## src/rtl/rop_lane_regfile.sv

```systemverilog
// rop_lane_regfile: lane-addressable register file with a built-in clear sequencer.
// Optional macro ROP_REGFILE_BYPASS_EN forwards same-cycle writes/clears to reads.
module rop_lane_regfile #(
    parameter int NREGS  = 32,
    parameter int XLEN   = 32,
    parameter int LANE_W = 8,
    localparam int RAW    = $clog2(NREGS),
    localparam int NLANES = XLEN / LANE_W,
    localparam int LAW    = (NLANES > 1) ? $clog2(NLANES) : 1
) (
    input  logic            clk,
    input  logic            resetn,
    input  logic [RAW-1:0]  a_reg_addr,
    input  logic            a_lane,
    input  logic [LAW-1:0]  a_lane_addr,
    input  logic            a_sext,
    output logic [XLEN-1:0] a_rdata,
    input  logic [RAW-1:0]  b_reg_addr,
    input  logic            b_lane,
    input  logic [LAW-1:0]  b_lane_addr,
    input  logic            b_sext,
    output logic [XLEN-1:0] b_rdata,
    input  logic            c_wen,
    output logic            c_ready,
    input  logic [RAW-1:0]  c_reg_addr,
    input  logic            c_lane,
    input  logic [LAW-1:0]  c_lane_addr,
    input  logic [XLEN-1:0] c_wdata,
    input  logic            clear_req,
    output logic            clear_busy,
    output logic            clear_done
);

    localparam logic [XLEN-1:0] LO_MASK = XLEN'({LANE_W{1'b1}});
    localparam logic [RAW-1:0]  LAST    = RAW'(NREGS - 1);
    localparam logic [RAW-1:0]  FIRST   = RAW'(1);

    typedef enum logic {
        IDLE,
        CLEAR
    } state_t;

    state_t          state;
    state_t          state_n;
    logic [RAW-1:0]  ptr;
    logic [RAW-1:0]  ptr_n;
    logic            busy;
    logic            commit;
    logic [XLEN-1:0] c_old;
    logic [XLEN-1:0] c_merged;
    logic [XLEN-1:0] a_word;
    logic [XLEN-1:0] b_word;

    // Entry 0 is never written; reads of register 0 are forced to zero.
    logic [XLEN-1:0] regs [NREGS];

    // Pick one lane out of a word and widen it, or pass the whole word.
    function automatic logic [XLEN-1:0] lane_view(
        input logic [XLEN-1:0] w,
        input logic            lane,
        input logic [LAW-1:0]  la,
        input logic            sext
    );
        logic [LANE_W-1:0] v;
        logic [XLEN-1:0]   r;
        logic              hit;
        v   = '0;
        hit = 1'b0;
        if (!lane || NLANES == 1) return w;
        for (int l = 0; l < NLANES; l++) begin
            if (la == LAW'(l)) begin
                v   = w[l*LANE_W +: LANE_W];
                hit = 1'b1;
            end
        end
        r = '0;
        r[LANE_W-1:0] = v;
        if (sext && v[LANE_W-1]) r = r | ~LO_MASK;
        if (!hit) r = '0;
        return r;
    endfunction

    assign busy       = (state == CLEAR);
    assign clear_busy = busy;
    assign c_ready    = !busy;
    assign commit     = c_wen && c_ready && (c_reg_addr != '0);

    // Clear sequencer state and pointer; reset restarts the clear at register 1.
    always_ff @(posedge clk or negedge resetn) begin
        if (!resetn) begin
            state <= CLEAR;
            ptr   <= FIRST;
        end else begin
            state <= state_n;
            ptr   <= ptr_n;
        end
    end

    // Clear sequencer next state; a request while clearing is ignored.
    always_comb begin
        state_n    = state;
        ptr_n      = ptr;
        clear_done = 1'b0;
        unique case (state)
            IDLE: begin
                if (clear_req) begin
                    state_n = CLEAR;
                    ptr_n   = FIRST;
                end
            end
            CLEAR: begin
                ptr_n = ptr + FIRST;
                if (ptr == LAST) begin
                    state_n    = IDLE;
                    clear_done = 1'b1;
                end
            end
            default: begin
                state_n = IDLE;
            end
        endcase
    end

    // Post-write value of the write target: whole word or one lane merged in.
    always_comb begin
        c_old    = (c_reg_addr == '0) ? '0 : regs[c_reg_addr];
        c_merged = c_old;
        if (!c_lane || NLANES == 1) begin
            c_merged = c_wdata;
        end else begin
            for (int l = 0; l < NLANES; l++) begin
                if (c_lane_addr == LAW'(l)) begin
                    c_merged[l*LANE_W +: LANE_W] = c_wdata[LANE_W-1:0];
                end
            end
        end
    end

    // Storage: the clear owns the write port while busy, else accepted writes.
    always_ff @(posedge clk) begin
        if (busy) begin
            regs[ptr] <= '0;
        end else if (commit) begin
            regs[c_reg_addr] <= c_merged;
        end
    end

`ifdef ROP_REGFILE_BYPASS_EN
    // Port A word select, forwarding this cycle's clear or write.
    always_comb begin
        if (a_reg_addr == '0) a_word = '0;
        else if (busy && a_reg_addr == ptr) a_word = '0;
        else if (commit && a_reg_addr == c_reg_addr) a_word = c_merged;
        else a_word = regs[a_reg_addr];
    end

    // Port B word select, forwarding this cycle's clear or write.
    always_comb begin
        if (b_reg_addr == '0) b_word = '0;
        else if (busy && b_reg_addr == ptr) b_word = '0;
        else if (commit && b_reg_addr == c_reg_addr) b_word = c_merged;
        else b_word = regs[b_reg_addr];
    end
`else
    // Port A word select from stored state.
    always_comb begin
        if (a_reg_addr == '0) a_word = '0;
        else a_word = regs[a_reg_addr];
    end

    // Port B word select from stored state.
    always_comb begin
        if (b_reg_addr == '0) b_word = '0;
        else b_word = regs[b_reg_addr];
    end
`endif

    assign a_rdata = lane_view(a_word, a_lane, a_lane_addr, a_sext);
    assign b_rdata = lane_view(b_word, b_lane, b_lane_addr, b_sext);

endmodule

```

## config.mk

```make
export PLATFORM = sky130hd
export DESIGN_NAME = rop_lane_regfile
export DESIGN_NICKNAME = d
export VERILOG_FILES = /design/src/rtl/rop_lane_regfile.sv
export SDC_FILE = /design/constraint.sdc
export NUM_CORES = 1
export LEC_CHECK = 0
export BUFFER_PORTS_ARGS = -buffer_cell sky130_fd_sc_hd__buf_2
export CAP_MARGIN = 5
export CORE_MARGIN = 5
export CORE_UTILIZATION = 60
export CTS_CLUSTER_DIAMETER = 40
export CTS_CLUSTER_SIZE = 16
export DETAILED_ROUTE_END_ITERATION = 8
export PLACE_DENSITY = 0.77
export SLEW_MARGIN = 20
export SYNTH_ARGS = -nofsm -noshare
export SYNTH_HDL_FRONTEND = slang
export SYNTH_SLANG_ARGS = --single-unit
```

## constraint.sdc

```tcl
create_clock -name clk -period 3.6 [get_ports clk]
set_input_delay 0.72 -clock clk [delete_from_list [all_inputs] [get_ports clk]]
set_output_delay 0.72 -clock clk [all_outputs]
set_load 0.005 [all_outputs]
```

==> flow_summary.rst <==
.. list-table::
   :header-rows: 1

   * - Metric
     - Value
   * - Run status
     - finished with violations
   * - Violated checks
     - negative setup slack
   * - DR iter-0 viols
     - 6,208
   * - Critical path, cell by cell
     - buf_16, buf_8, inv_2, mux4_2, a22oi_2, a21oi_4, nand3b_1, a31o_4, buf_12, o21ai_4, buf_2
   * - Post-Synthesis Cell Area
     - 50,200 sq um
   * - Post-route non-filler standard cell count
     - 4,652
   * - YS warnings
     - 0
   * - Fin. Hold Viols
     - 0
   * - Clock-pin slew of the registers on the worst-case setup and hold paths
     - 60 ps
   * - Power, Total
     - 36.4 mW
   * - Synth Flop Type
     - sky130_fd_sc_hd__edfxtp_1
   * - Tot GR Track Use
     - 40.1%
   * - Critical Path AT
     - 3140 ps
   * - Final Critical Period
     - 3860 ps
   * - Chip Width
     - 299 um
   * - Total wire length after detailed routing
     - 182,000 um
   * - Cell count after synthesis
     - 2,777
   * - Area of the die
     - 89,600 sq um
   * - Crit-path max cell delay
     - 550 ps
   * - Setup crit end kind
     - output pin
   * - CTS tree
     - done
   * - Required time of the critical path
     - 2880 ps
   * - CP top delay family
     - buffers and inverters
   * - Ratio of cells with drive above 1 in the final layout
     - 47.9%
   * - Average cell area after synthesis
     - 18.1 sq um
   * - Final setup violation count
     - 63
   * - Total congestion overflow
     - 0
   * - Multi-input combinational cell area
     - 19,100 sq um
   * - Startpoint kind of the worst setup timing path
     - input pin
   * - Initial antenna violation count
     - 10
   * - Slowest cell on the critical path
     - sky130_fd_sc_hd__mux4_2
   * - Number of standard-cell rows in the floorplan
     - 106
   * - Final cycle utilization of the critical path
     - 107%
   * - Worst hold slack across all endpoints
     - 245 ps
   * - Maximum clock rate
     - 259 MHz
   * - Number of synthesized register bits
     - 1,030
   * - PnR worst setup slack
     - -261 ps
   * - Count of antenna-violating nets left after detailed routing
     - 0
   * - DR vias
     - 35,066
   * - Worst vdd ir
     - 0.000455 V
   * - Type of the worst setup path
     - input pin to output pin
   * - DRC errors left
     - 0
   * - Total I/O pin count
     - 129
   * - Most common library cell in the layout ignoring fill and taps
     - sky130_fd_sc_hd__edfxtp_1
   * - Number of filler instances in the final layout
     - 4,385
   * - Detailed placer's ending HPWL
     - 120,000 um
   * - Sequential cell area
     - 30,900 sq um
   * - Via-per-instance ratio
     - 7.54
   * - Count of input and output buffers
     - 128
   * - Detailed-router iteration count before antenna repair
     - 7
   * - Core Footprint
     - 83,300 sq um
   * - Level count of the clock H-tree
     - 4
   * - Transition time at the pin with the least slew margin
     - 1250 ps
   * - Area growth from synthesis to layout
     - 26.8%
   * - Height of the die
     - 299 um
   * - Power density over cell area
     - 571 nW/um^2
   * - Clock tree root driver cell
     - sky130_fd_sc_hd__clkbuf_16
   * - First-pass GRT wire length
     - 253,000 um
   * - Max Slew Vio Count
     - 0
   * - Syn_nets
     - 2,841
   * - Final layout net count
     - 3,528
   * - Relative slew margins
     - 16.1%
   * - Routed wire per std cell
     - 39.2 um
   * - Longest Clk Path Bufs
     - 3
   * - Register area share after synthesis
     - 61.5%
   * - Synth async-reset ratio
     - 0.583%
   * - Worst Skew
     - 20.1 ps
   * - Post-Place Cells
     - 4,321
   * - Reported max-cap violation count
     - 0
   * - Number of enable-type register cells in the synthesized netlist
     - 1,024
   * - Worst-path fanout max
     - 8
   * - Clock buffer count from CTS
     - 132
   * - Worst-skew pair later-pin latency
     - 740 ps
   * - Starting Density
     - 60.3%
   * - Number of unique standard cell types used by synthesis
     - 61
   * - Path category of the worst min-delay check
     - input pin to flop
   * - Commonest non-fill, non-tap cells in the layout
     - 1,024 x sky130_fd_sc_hd__edfxtp_1, 471 x sky130_fd_sc_hd__mux4_2, 467 x sky130_fd_sc_hd__buf_4
   * - Weighted congestion at the end of routability-driven global placement
     - 1.09
   * - Static Leak
     - 22.5 nW
   * - Maximum number of pins on one net before global-route repair
     - 35
   * - # clock sinks
     - 1,030
   * - Count of buffering cells on the critical path with inverters included
     - 5
   * - Vias in the first global route
     - 34,233
   * - RSZ-0062 raised after global routing
     - yes
==> state kept, by name, indices dropped and copies added (netlist names) <==
register	cells
regs	1024
ptr	5
clear_busy	1
==> metrics by stage <==
| stage | setup TNS [ps] | cell area, sq um | worst slack (ps) | util [%] |
|---|---|---|---|---|
| 4_1_cts | -5960 | 62800 | -197 | 75.4 |
| 3_5_place_dp | -265550 | 56600 | -734 | 67.9 |
| 3_3_place_gp | -285020 | 56500 | -724 | 67.9 |
| 5_1_grt | -11540 | 63700 | -286 | 76.5 |
| 2_1_floorplan | 0 | 50200 | 212 | - |
| 6_report | -9590 | 63700 | -261 | 76.5 |
==> cell usage after synthesis (7+ instances only) <==
library cell	n	area share, %
sky130_fd_sc_hd__buf_2	84	0.84
sky130_fd_sc_hd__mux4_2	465	21
sky130_fd_sc_hd__nand3_1	49	0.49
sky130_fd_sc_hd__buf_6	24	0.54
sky130_fd_sc_hd__a31oi_1	8	0.10
sky130_fd_sc_hd__and2_1	14	0.17
sky130_fd_sc_hd__mux2_2	16	0.36
sky130_fd_sc_hd__o21ai_1	13	0.13
sky130_fd_sc_hd__buf_4	51	0.76
sky130_fd_sc_hd__mux2i_1	257	5.1
sky130_fd_sc_hd__nor2b_1	27	0.34
sky130_fd_sc_hd__a21oi_1	58	0.58
sky130_fd_sc_hd__a221oi_1	8	0.14
sky130_fd_sc_hd__buf_1	8	0.060
sky130_fd_sc_hd__a211oi_1	7	0.10
sky130_fd_sc_hd__nand2b_1	37	0.46
sky130_fd_sc_hd__edfxtp_1	1024	61
sky130_fd_sc_hd__o21ai_0	61	0.61
sky130_fd_sc_hd__nor4_1	8	0.10
sky130_fd_sc_hd__a22oi_1	103	1.5
sky130_fd_sc_hd__nand2_1	106	0.79
sky130_fd_sc_hd__mux4_1	19	0.99
sky130_fd_sc_hd__clkbuf_1	47	0.35
sky130_fd_sc_hd__nor2_1	163	1.2
sky130_fd_sc_hd__inv_1	10	0.075
sky130_fd_sc_hd__o22ai_1	10	0.12
sky130_fd_sc_hd__o31ai_1	13	0.19
==> kinds of logic (layout without fill, tap and decap cells) <==
| kind of cell | count (synthesis) | in the layout | synth area share, % |
|---|---|---|---|
| DFF | 1030 | 1030 | 61.5 |
| muxes | 757 | 757 | 27.3 |
| and+or+nand+nor | 430 | 430 | 3.93 |
| AOI/OAI and AO/OA | 328 | 328 | 4.37 |
| buffers and inverters | 230 | 1023 | 2.80 |
| adders and majority gates | 2 | 2 | 0.0498 |
| other | 0 | 2 | 0 |
==> metal layers <==
| layer | vias to the layer above | GRT usage, % | part of all wire [%] |
|---|---|---|---|
| li1 | 13164 | - | - |
| met1 | 17558 | 53.3 | 33 |
| met2 | 3619 | 58.3 | 44 |
| met3 | 705 | 16.4 | 17 |
| met4 | 20 | 19.3 | 6.5 |
| met5 | - | 0.541 | 0.21 |
==> repair_timing <==
item                       4_1_cts  5_1_grt
gates resized for setup        232      138
setup buffers                   49       36
setup endpoints to repair       64       63
pin swaps                       21       42
cloned                          15        6
hold buffers                     1        0
hold endpoints to repair         6        0
==> area by class of cell <==
class / count / share of cell area, %
tap: 1080 / 2.12
sequential: 1030 / 48.5
clock buffer: 139 / 5.33
timing repair buffer: 772 / 12.2
inverter: 11 / 0.0707
multi-input combinational: 1517 / 29.9
antenna: 2 / 0.00786
clock inverter: 101 / 1.79
==> final timing paths <==
check	slack (ps)	end	cells after the start	start
max in group asynchronous	3030	clear_busy$_DFF_PN1_	2	resetn
min in group asynchronous	340	ptr[1]$_DFFE_PN0P_	2	resetn
max reg2reg	190	regs[1][12]$_DFFE_PP_	7	clear_busy$_DFF_PN1_
min reg2reg	630	ptr[0]$_DFFE_PN1P_	1	ptr[0]$_DFFE_PN1P_
min	250	ptr[1]$_DFFE_PN0P_	2	clear_req
max	-260	a_rdata[21]	11	a_reg_addr[0]
==> report_power, final <==
group / internal [mW] / switching [mW] / total [mW]
registers: 14.7 / 0.719 / 15.4
logic: 3.16 / 4.26 / 7.42
clock network: 7.98 / 5.58 / 13.6
total: 25.8 / 10.6 / 36.4
Note: power is estimated with default switching activity, not from simulation.
